`config.mk`:
```
export PLATFORM = sky130hd
export DESIGN_NAME = conv5_seq_ctrl
export DESIGN_NICKNAME = d
export VERILOG_FILES = /design/src/rtl/conv5_ctrl_pkg.sv /design/src/rtl/conv5_tag_pipe.sv /design/src/rtl/conv5_seq_ctrl.sv
export SDC_FILE = /design/constraint.sdc
export NUM_CORES = 1
export LEC_CHECK = 0
export ABC_AREA = 1
export CORE_MARGIN = 1
export CORE_UTILIZATION = 53
export DETAILED_ROUTE_END_ITERATION = 6
export PLACE_DENSITY = 0.83
export SLEW_MARGIN = 25
export SYNTH_ARGS = -nofsm -noshare
export SYNTH_HDL_FRONTEND = slang
export SYNTH_SLANG_ARGS = --single-unit
```
`constraint.sdc`:
```
create_clock -name clk -period 2 [get_ports clk]
set_input_delay 0.3 -clock clk [delete_from_list [all_inputs] [get_ports clk]]
set_output_delay 0.3 -clock clk [all_outputs]
set_load 0.005 [all_outputs]
```
`src/rtl/conv5_ctrl_pkg.sv`:
```
// Shared types and defaults for the 5x5 convolution sequencer.
// Holds the FSM state enum, default parameters and the result tag layout.
package conv5_ctrl_pkg;

    localparam int K_DEF        = 5;
    localparam int PIPE_LAT_DEF = 11;
    localparam int DIM_W_DEF    = 10;

    typedef enum logic [2:0] {
        ST_IDLE,
        ST_LOAD,
        ST_STREAM,
        ST_DRAIN,
        ST_FIN
    } state_e;

    // Coordinate tag that travels alongside the engine pipeline.
    typedef struct packed {
        logic                 v;
        logic [DIM_W_DEF-1:0] row;
        logic [DIM_W_DEF-1:0] col;
    } tag_t;

    localparam int TAG_W = $bits(tag_t);

endpackage

```
`src/rtl/conv5_tag_pipe.sv`:
```
// Enable-gated delay line that mirrors the engine pipeline for result tags.
// Ports: clk, reset (sync clear), shift (advance), din (head), dout (tail).
module conv5_tag_pipe #(
    parameter int PIPE_LAT = 11,
    parameter int TAG_W    = 21
) (
    input  logic             clk,
    input  logic             reset,
    input  logic             shift,
    input  logic [TAG_W-1:0] din,
    output logic [TAG_W-1:0] dout
);

    logic [PIPE_LAT-1:0][TAG_W-1:0] line_q;
    logic [PIPE_LAT-1:0][TAG_W-1:0] line_d;

    always_comb begin
        line_d = line_q;
        if (shift) begin
            line_d[0] = din;
            for (int i = 1; i < PIPE_LAT; i++) begin
                line_d[i] = line_q[i-1];
            end
        end
    end

    always_ff @(posedge clk) begin
        if (reset) begin
            line_q <= '0;
        end else begin
            line_q <= line_d;
        end
    end

    assign dout = line_q[PIPE_LAT-1];

endmodule

```
`src/rtl/conv5_seq_ctrl.sv`:
```
// Frame sequencer for the 5x5 systolic convolution engine: filter load,
// row-window image streaming, pipeline drain and output (row,col) tagging.
// Inputs: clk, reset, start, img_w, img_h, mem_ready.
// Outputs: filt_rd_en/filt_idx, img_rd_en/img_row/img_col, memory_turn,
// out_valid/out_row/out_col, busy, done.
// Macro CONV5_SEQ_CTRL_PERF_EN adds stall_cnt and beat_cnt outputs.
// DIM_W must equal the package tag coordinate width (DIM_W_DEF).
module conv5_seq_ctrl
    import conv5_ctrl_pkg::*;
#(
    parameter int K        = K_DEF,
    parameter int PIPE_LAT = PIPE_LAT_DEF,
    parameter int DIM_W    = DIM_W_DEF
) (
    input  logic             clk,
    input  logic             reset,
    input  logic             start,
    input  logic [DIM_W-1:0] img_w,
    input  logic [DIM_W-1:0] img_h,
    input  logic             mem_ready,
    output logic             filt_rd_en,
    output logic [2:0]       filt_idx,
    output logic             img_rd_en,
    output logic [DIM_W-1:0] img_row,
    output logic [DIM_W-1:0] img_col,
    output logic             memory_turn,
    output logic             out_valid,
    output logic [DIM_W-1:0] out_row,
    output logic [DIM_W-1:0] out_col,
    output logic             busy,
    output logic             done
`ifdef CONV5_SEQ_CTRL_PERF_EN
    ,
    output logic [31:0]      stall_cnt,
    output logic [31:0]      beat_cnt
`endif
);

    localparam int DRN_W = $clog2(PIPE_LAT);

    state_e             state_q, state_d;
    logic [DIM_W-1:0]   w_q, w_d;
    logic [DIM_W-1:0]   h_q, h_d;
    logic [DIM_W-1:0]   row_q, row_d;
    logic [DIM_W-1:0]   col_q, col_d;
    logic [2:0]         idx_q, idx_d;
    logic [DRN_W-1:0]   drn_q, drn_d;
    logic [DIM_W-1:0]   orow_q, orow_d;
    logic [DIM_W-1:0]   ocol_q, ocol_d;

    logic               drain_turn;
    logic               push;
    tag_t               tag_in;
    tag_t               tail;
    logic [TAG_W-1:0]   tail_vec;

    always_comb begin
        state_d    = state_q;
        w_d        = w_q;
        h_d        = h_q;
        row_d      = row_q;
        col_d      = col_q;
        idx_d      = idx_q;
        drn_d      = drn_q;
        filt_rd_en = 1'b0;
        filt_idx   = '0;
        img_rd_en  = 1'b0;
        img_row    = '0;
        img_col    = '0;
        drain_turn = 1'b0;
        done       = 1'b0;
        push       = 1'b0;

        unique case (state_q)
            ST_IDLE: begin
                if (start) begin
                    state_d = ST_LOAD;
                    w_d     = img_w;
                    h_d     = img_h;
                    idx_d   = '0;
                    row_d   = '0;
                    col_d   = '0;
                    drn_d   = '0;
                end
            end
            ST_LOAD: begin
                filt_rd_en = 1'b1;
                filt_idx   = idx_q;
                if (mem_ready) begin
                    if (idx_q == 3'(K - 1)) begin
                        state_d = ST_STREAM;
                        idx_d   = '0;
                        row_d   = '0;
                        col_d   = '0;
                    end else begin
                        idx_d = idx_q + 3'd1;
                    end
                end
            end
            ST_STREAM: begin
                img_rd_en = 1'b1;
                img_row   = row_q;
                img_col   = col_q;
                if (mem_ready) begin
                    push = 1'b1;
                    if (col_q == w_q - DIM_W'(1)) begin
                        col_d = '0;
                        // Last window row: stop reading, flush pipe.
                        if (row_q == h_q - DIM_W'(K)) begin
                            state_d = ST_DRAIN;
                            drn_d   = '0;
                        end else begin
                            row_d = row_q + DIM_W'(1);
                        end
                    end else begin
                        col_d = col_q + DIM_W'(1);
                    end
                end
            end
            ST_DRAIN: begin
                drain_turn = 1'b1;
                drn_d      = drn_q + DRN_W'(1);
                if (drn_q == DRN_W'(PIPE_LAT - 1)) begin
                    state_d = ST_FIN;
                end
            end
            ST_FIN: begin
                done    = 1'b1;
                state_d = ST_IDLE;
            end
            default: begin
                state_d = ST_IDLE;
            end
        endcase
    end

    assign busy = (state_q != ST_IDLE) && (state_q != ST_FIN);

    assign memory_turn = ((filt_rd_en | img_rd_en) & mem_ready)
                       | drain_turn;

    // Only image beats carry a live tag; loads and drain push v=0.
    always_comb begin
        tag_in = '0;
        if (push) begin
            tag_in.v   = (col_q >= DIM_W'(K - 1));
            tag_in.row = row_q;
            tag_in.col = col_q - DIM_W'(K - 1);
        end
    end

    conv5_tag_pipe #(
        .PIPE_LAT (PIPE_LAT),
        .TAG_W    (TAG_W)
    ) u_tag_pipe (
        .clk   (clk),
        .reset (reset),
        .shift (memory_turn),
        .din   (tag_in),
        .dout  (tail_vec)
    );

    assign tail      = tag_t'(tail_vec);
    assign out_valid = tail.v & memory_turn;

    // Coordinates only move on a real result; otherwise show the last one.
    assign out_row = out_valid ? tail.row : orow_q;
    assign out_col = out_valid ? tail.col : ocol_q;
    assign orow_d  = out_row;
    assign ocol_d  = out_col;

    always_ff @(posedge clk) begin
        if (reset) begin
            state_q <= ST_IDLE;
            w_q     <= '0;
            h_q     <= '0;
            row_q   <= '0;
            col_q   <= '0;
            idx_q   <= '0;
            drn_q   <= '0;
            orow_q  <= '0;
            ocol_q  <= '0;
        end else begin
            state_q <= state_d;
            w_q     <= w_d;
            h_q     <= h_d;
            row_q   <= row_d;
            col_q   <= col_d;
            idx_q   <= idx_d;
            drn_q   <= drn_d;
            orow_q  <= orow_d;
            ocol_q  <= ocol_d;
        end
    end

`ifdef CONV5_SEQ_CTRL_PERF_EN
    logic [31:0] stall_q, stall_d;
    logic [31:0] beat_q, beat_d;

    always_comb begin
        stall_d = stall_q;
        beat_d  = beat_q;
        if (state_q == ST_IDLE && start) begin
            stall_d = '0;
            beat_d  = '0;
        end else if (filt_rd_en | img_rd_en) begin
            if (!mem_ready) begin
                if (stall_q != '1) stall_d = stall_q + 32'd1;
            end else begin
                if (beat_q != '1) beat_d = beat_q + 32'd1;
            end
        end
    end

    always_ff @(posedge clk) begin
        if (reset) begin
            stall_q <= '0;
            beat_q  <= '0;
        end else begin
            stall_q <= stall_d;
            beat_q  <= beat_d;
        end
    end

    assign stall_cnt = stall_q;
    assign beat_cnt  = beat_q;
`endif

endmodule
```
==> results.sh, run 1 <==
export IMPL_cts_buffers=29
export IMPL_grt_antenna_before_repair=0
export IMPL_final_layout_size_suffix_gt1_frac=0.1667
export IMPL_diodes=0
export IMPL_grt_max_degree=228
export IMPL_gp_congestion=0.8343
export IMPL_status="complete, but fails checks"
export IMPL_track_usage=0.2433
export IMPL_gr_usage_met1=0.2599
export IMPL_totalWireLength_um=30240
export IMPL_peakVddDrop_v=0.0009424
export IMPL_reg2reg_to="ocol_q[1]"
export IMPL_final_util=0.6901
export IMPL_initial_core_util=0.5473
export IMPL_synthFlopType="dfxtp_1"
export IMPL_ant_nets=0
export IMPL_grt_use_met3=0.03799
export IMPL_fp_coreArea_mm2=0.02209
export IMPL_die_h_um=153.0
export IMPL_drv_cap=0
export IMPL_hold_viol=0
export IMPL_crit_type="reg2out"
export IMPL_cp_slowest_cell="dfxtp_4"
export IMPL_cts_root_buf="clkbuf_16"
export IMPL_slew_limit_headroom=0.5451
export IMPL_maxSlewViolCount=0
export IMPL_period_share=1.394
export IMPL_drt_initial_drc_count=869
export IMPL_clk_path_buf_depth=3
export IMPL_p_leak_nw=6.509
export IMPL_nNetsFinal=1831
export IMPL_cts_hold_buf=0
export IMPL_firstDrtPassIters=5
export IMPL_tritoncts="built"
export IMPL_avgRoutedWirePerCell_um=14.41
export IMPL_synth_cell_type_count=39
export IMPL_fin_tns_setup_ns=-24.95
export IMPL_fp_dieW_um=153.0
export IMPL_synthToLayoutAreaGrowth_pct=26.10
export IMPL_async_flop_share=0
export IMPL_violations="setup timing"
export IMPL_port_buffers=72
export IMPL_setup_viol=67
export IMPL_cp_top_family="buffers and inverters"
export IMPL_fillers=1627
export IMPL_clock_sinks=301
export IMPL_rows=54
export IMPL_reg2reg_from="state_q[1]"
export IMPL_clk_latency_ns=0.55
export IMPL_clk_pin_slew_worst_paths_ns=0.06
export IMPL_r2r_slack_ns=-0.67
export IMPL_path_buf_inv=6
export IMPL_fmax_ghz=0.3587
export IMPL_via_per_inst=5.315
export IMPL_grt_pass1_vias=10260
export IMPL_worst_setup_path_end_kind="output port"
export IMPL_crit_required_ns=1.70
export IMPL_top_usage_layer="met2"
export IMPL_avgSynthCellArea_um2=7.180
export IMPL_worstPathArrival_ns=2.49
export IMPL_ys_seq_elements=301
export IMPL_drc=0
export IMPL_io_pins=73
export IMPL_num_vias=11150
export IMPL_syn_area_mm2=0.01209
export IMPL_hold_end="row_q[7]"
export IMPL_dp_hpwl_um=15440
export IMPL_grtUsageMet2=0.4605
export IMPL_cts_htree_levels=1
export IMPL_fin_total_pwr_mw=24.59
export IMPL_worstPathCellList="inv_4 > nor2_4 > nand2_2 > nand2_4 > a21oi_4 > clkinv_4 > nand2_8 > clkinvlp_4 > buf_6 > or2_4 > o21ai_4 > inv_1 > buf_2"
export IMPL_yosysSeqAreaShare=0.4983
export IMPL_hp_class="in2reg"
export IMPL_worst_slack_ns=-0.7879
export IMPL_layout_min_cycle_time_ns=2.788
export IMPL_slowest_delay_ns=0.37
export IMPL_skew_ns=0.007893
export IMPL_ys_warn_count=0
export IMPL_worstHoldStart="reset"
export IMPL_die_area_mm2=0.02342
export IMPL_cp_max_fo=6
export IMPL_power_density_mw_per_mm2=1613
export IMPL_grt_overflow=0
export IMPL_synth_fp_nets=1720
export IMPL_reg2regPathDepth=21
export IMPL_startpoint_type="flip-flop"
export IMPL_rsz0062_at_grt="yes"
export IMPL_hold_depth=4
export IMPL_synth_edff_count=0
export IMPL_worstMarginPinSlew_ns=0.6823
export IMPL_synthCells=1684
export IMPL_grt_first_pass_wirelength_um=47570
[layout make-up]
| class | instances | area, um2 | share of cell area |
|---|---|---|---|
| inverters | 108 | 424.2 | 0.02782 |
| flip-flops and latches | 301 | 6040 | 0.3961 |
| repair buffers | 171 | 1663 | 0.1091 |
| multi-input cells | 1181 | 5713 | 0.3747 |
| well taps | 280 | 350.3 | 0.02298 |
| clock buffers | 41 | 850.8 | 0.05580 |
| clock inverters | 13 | 183.9 | 0.01206 |
| repair inverters | 3 | 22.52 | 0.001477 |
[cell usage after synthesis (9+ instances only)]
master,number,area share
clkbuf_1,65,0.020
dfxtp_1,301,0.50
nand3_1,47,0.019
nand4_1,9,0.0047
nor2_1,544,0.17
nor3_1,12,0.0050
or2_2,12,0.0062
ha_1,12,0.012
inv_1,103,0.032
a21oi_1,50,0.021
or2_1,9,0.0047
nand2_1,189,0.059
xor2_1,9,0.0065
buf_2,24,0.0099
o21ai_0,256,0.11
[worst max path at each step]
| stage | start | endpoint | slack (ns) | cells past startpoint |
|---|---|---|---|---|
| final | state_q[1] | out_row[3] | -0.79 | 13 |
| after global routing | state_q[1] | out_row[3] | -0.87 | 13 |
| after CTS | state_q[1] | out_row[9] | -0.71 | 13 |
| after detailed placement | mem_ready | out_row[5] | -0.75 | 9 |
| after global placement | mem_ready | out_row[0] | -0.66 | 9 |
| after floorplan | state_q[0] | out_row[0] | 0.11 | 12 |
[metal layers]
layer  up-vias  share of wire
met2       304           0.52
li1       5556              -
met3       104          0.044
met5         -              0
met4         0          0.042
met1      5186           0.39
[timing repair]
action	4_1_cts	5_1_grt
gates cloned	5	3
buffers inserted	65	25
pin swaps	18	49
gates resized for setup	199	115
endpoints found under the setup margin	94	313
[cells in the final DEF (no fill, tap or decap), drive strengths merged, types with 9 or more instances in the layout]
| cell | n |
|---|---|
| inv | 107 |
| or2 | 21 |
| nor2 | 548 |
| ha | 12 |
| clkdlybuf4s50 | 45 |
| clkinv | 9 |
| a21oi | 52 |
| nand4 | 9 |
| nand3 | 51 |
| o21ai | 259 |
| xor2 | 9 |
| dfxtp | 301 |
| nand2 | 194 |
| nor3 | 12 |
| clkbuf | 43 |
| buf | 119 |
[where the power goes]
| part | switching (mW) | internal (mW) | leakage (nW) |
|---|---|---|---|
| Clock | 2.31 | 3.49 | 0.517 |
| Combinational | 5.89 | 3.85 | 3.53 |
| Sequential | 1.13 | 7.93 | 2.47 |
[registers in the layout (all words and copies together), names as in the netlist]
register and flops:
col_q 10, drn_q 4, h_q 10, idx_q 3
ocol_q 10, orow_q 10, row_q 10, state_q 3
u_tag_pipe.dout 21, u_tag_pipe.line_q 210, w_q 10
[worst reg2reg max path, stage by stage (launching register included)]
cell and delay, ns:
dfxtp_4 0.37, inv_4 0.07, nor2_4 0.05, nand2_2 0.08, nand2_4 0.06, a21oi_4 0.19
clkinv_4 0.11, nand2_8 0.13, clkinvlp_4 0.14, or2_1 0.25, o21ai_2 0.08, buf_4 0.13
buf_4 0.10, buf_4 0.10, buf_6 0.09, buf_6 0.10, buf_4 0.10, buf_4 0.10
buf_6 0.08, buf_4 0.10, buf_6 0.09, nor2_4 0.03
[logic make-up after synthesis]
group | share of synthesized area
simple gates | 0.2779
compound gates | 0.1340
flops | 0.4983
buf+inv | 0.06788
xor+xnor | 0.009416
fa+ha+maj | 0.01242
[per-stage QoR]
| stage | area (um2) | std cells | setup slack, ns | hold WS (ns) |
|---|---|---|---|---|
| global placement | 13230 | 1995 | -0.6573 | 0.4462 |
| detailed placement | 13230 | 1995 | -0.7544 | 0.4490 |
| CTS | 14920 | 2108 | -0.7145 | 0.1739 |
| finish | 15250 | 2098 | -0.7879 | 0.1792 |
| floorplan | 12090 | 1684 | 0.1051 | 0.4304 |
| global route | 15250 | 2098 | -0.8676 | 0.2038 |
Power figures use the tool's default switching activity.
==> inputs of run 2 (changes only) <==
Settings changed: CORE_UTILIZATION 53 to 55, CTS_BUF_LIST set to sky130_fd_sc_hd__clkbuf_4 sky130_fd_sc_hd__clkbuf_8, PLACE_DENSITY 0.83 to 0.86.
==> run 2 against run 1 <==
The run still ends with setup timing left. Via count rose by 2.2%. Clock-buffer cell count rose by 33. Global-route usage is 1.5 points higher. Fmax rose by 4.9%. Power fell by 1.1%. Critical endpoint is now out_row[6]. Final area down 0.37%. Worst hold slack better by 0.078 ns. Largest power group unchanged. Clock power decreased by 4.1%. Die area fell by 3.6%.
==> results.sh, run 2 (synthesis results as in run 1) <==
export IMPL_status="complete, but fails checks"
export IMPL_violations="setup timing"
export IMPL_drt_initial_drc_count=860
export IMPL_clock_sinks=301
export IMPL_grt_antenna_before_repair=0
export IMPL_totalWireLength_um=31000
export IMPL_dp_cells=2000
export IMPL_fin_total_pwr_mw=24.32
export IMPL_tritoncts="built"
export IMPL_slew_limit_headroom=0.5515
export IMPL_setup_viol=58
export IMPL_largest_reg_flops=210
export IMPL_grt_max_degree=213
export IMPL_crit_required_ns=1.70
export IMPL_fp_dieW_um=150.3
export IMPL_fin_tns_setup_ns=-21.44
export IMPL_hold_slack_ns=0.2577
export IMPL_drc=0
export IMPL_gp_congestion=0.8542
export IMPL_grt_first_pass_wirelength_um=47420
export IMPL_rsz0062_at_grt="yes"
export IMPL_final_cells=2134
export IMPL_startpoint_type="flip-flop"
export IMPL_initial_core_util=0.5680
export IMPL_die_area_mm2=0.02258
export IMPL_maxSlewViolCount=0
export IMPL_worst_slack_ns=-0.6586
export IMPL_avgRoutedWirePerCell_um=14.53
export IMPL_synthToLayoutAreaGrowth_pct=25.63
export IMPL_pre_cts_ws_ns=-0.5856
export IMPL_track_usage=0.2587
export IMPL_grt_pass1_vias=10430
export IMPL_peakVddDrop_v=0.001185
export IMPL_cts_buffers=46
export IMPL_via_per_inst=5.339
export IMPL_cts_htree_levels=2
export IMPL_clk_latency_ns=0.58
export IMPL_design_area_mm2=0.01519
export IMPL_final_cell_mix="nor2_1 (516), dfxtp_1 (294), o21ai_0 (236)"
export IMPL_skew_ns=0.02851
export IMPL_worstMarginPinSlew_ns=0.6666
export IMPL_worst_setup_path_end_kind="output port"
export IMPL_fmax_ghz=0.3761
export IMPL_firstDrtPassIters=7
export IMPL_drv_cap=0
export IMPL_cts_hold_buf=0
export IMPL_io_pins=73
export IMPL_final_util=0.7136
export IMPL_p_leak_nw=6.526
export IMPL_dp_hpwl_um=16360
export IMPL_rows=53
export IMPL_worstPathArrival_ns=2.36
export IMPL_hold_viol=0
export IMPL_cts_root_buf="clkbuf_8"
export IMPL_crit_type="reg2out"
export IMPL_cp_max_fo=6
export IMPL_hp_class="in2reg"
export IMPL_clk_pin_slew_worst_paths_ns=0.06
export IMPL_post_dp_cell_area_mm2=0.01331
export IMPL_clk_path_buf_depth=3
export IMPL_grt_overflow=0
export IMPL_final_common_cell="nor2_1"
export IMPL_r2r_slack_ns=-0.58
export IMPL_final_layout_size_suffix_gt1_frac=0.1947
export IMPL_ant_nets=0
export IMPL_power_density_mw_per_mm2=1601
export IMPL_die_h_um=150.3
export IMPL_period_share=1.329
export IMPL_port_buffers=72
export IMPL_num_vias=11393
export IMPL_largest_register="u_tag_pipe.line_q"
export IMPL_nNetsFinal=1863
export IMPL_diodes=0
export IMPL_fp_coreArea_mm2=0.02129
export IMPL_layout_min_cycle_time_ns=2.659
==> run 2: metal layers <==
layer / GRT usage / wire, um
met1: 0.2840 / 12210
met2: 0.4620 / 15620
met3: 0.04818 / 1624
met4: 0.1551 / 1548
met5: 0 / 0
==> run 2: area by class of cell <==
| type | count | area, um2 |
|---|---|---|
| clock buffers | 74 | 930.9 |
| clock inverters | 6 | 88.84 |
| fillers | 1524 | 6096 |
| inverters | 108 | 427.9 |
| multi-input cells | 1180 | 5653 |
| flip-flops and latches | 301 | 6040 |
| well taps | 275 | 344.1 |
| repair buffers | 190 | 1707 |
==> run 2: timing repair <==
item                                    CTS  global route
pin swaps                                14            42
gates resized for setup                 188            95
setup buffers                            44            10
gates cloned                              2             4
endpoints found under the setup margin  242           289
==> run 2: final timing paths <==
check / to / startpoint / cells after the start
max: out_row[6] / state_q[0] / 13
max reg2reg: ocol_q[9] / state_q[1] / 21
min reg2reg: u_tag_pipe.line_q[15] / u_tag_pipe.line_q[15] / 2
min: w_q[2] / reset / 4
==> run 2: critical path, stage by stage, from the launching register on <==
cell	delay, ns
dfxtp_2	0.33
inv_2	0.09
nor2_4	0.05
nand2_2	0.07
nand2_2	0.08
a21oi_4	0.22
inv_6	0.06
nand2_4	0.09
inv_8	0.06
buf_12	0.13
or2_2	0.30
o21ai_4	0.08
inv_1	0.10
buf_2	0.14
==> run 2: power by group <==
| group | switching (mW) | internal, mW |
|---|---|---|
| registers | 1.15 | 7.93 |
| clock network | 2.35 | 3.20 |
| logic | 5.91 | 3.76 |
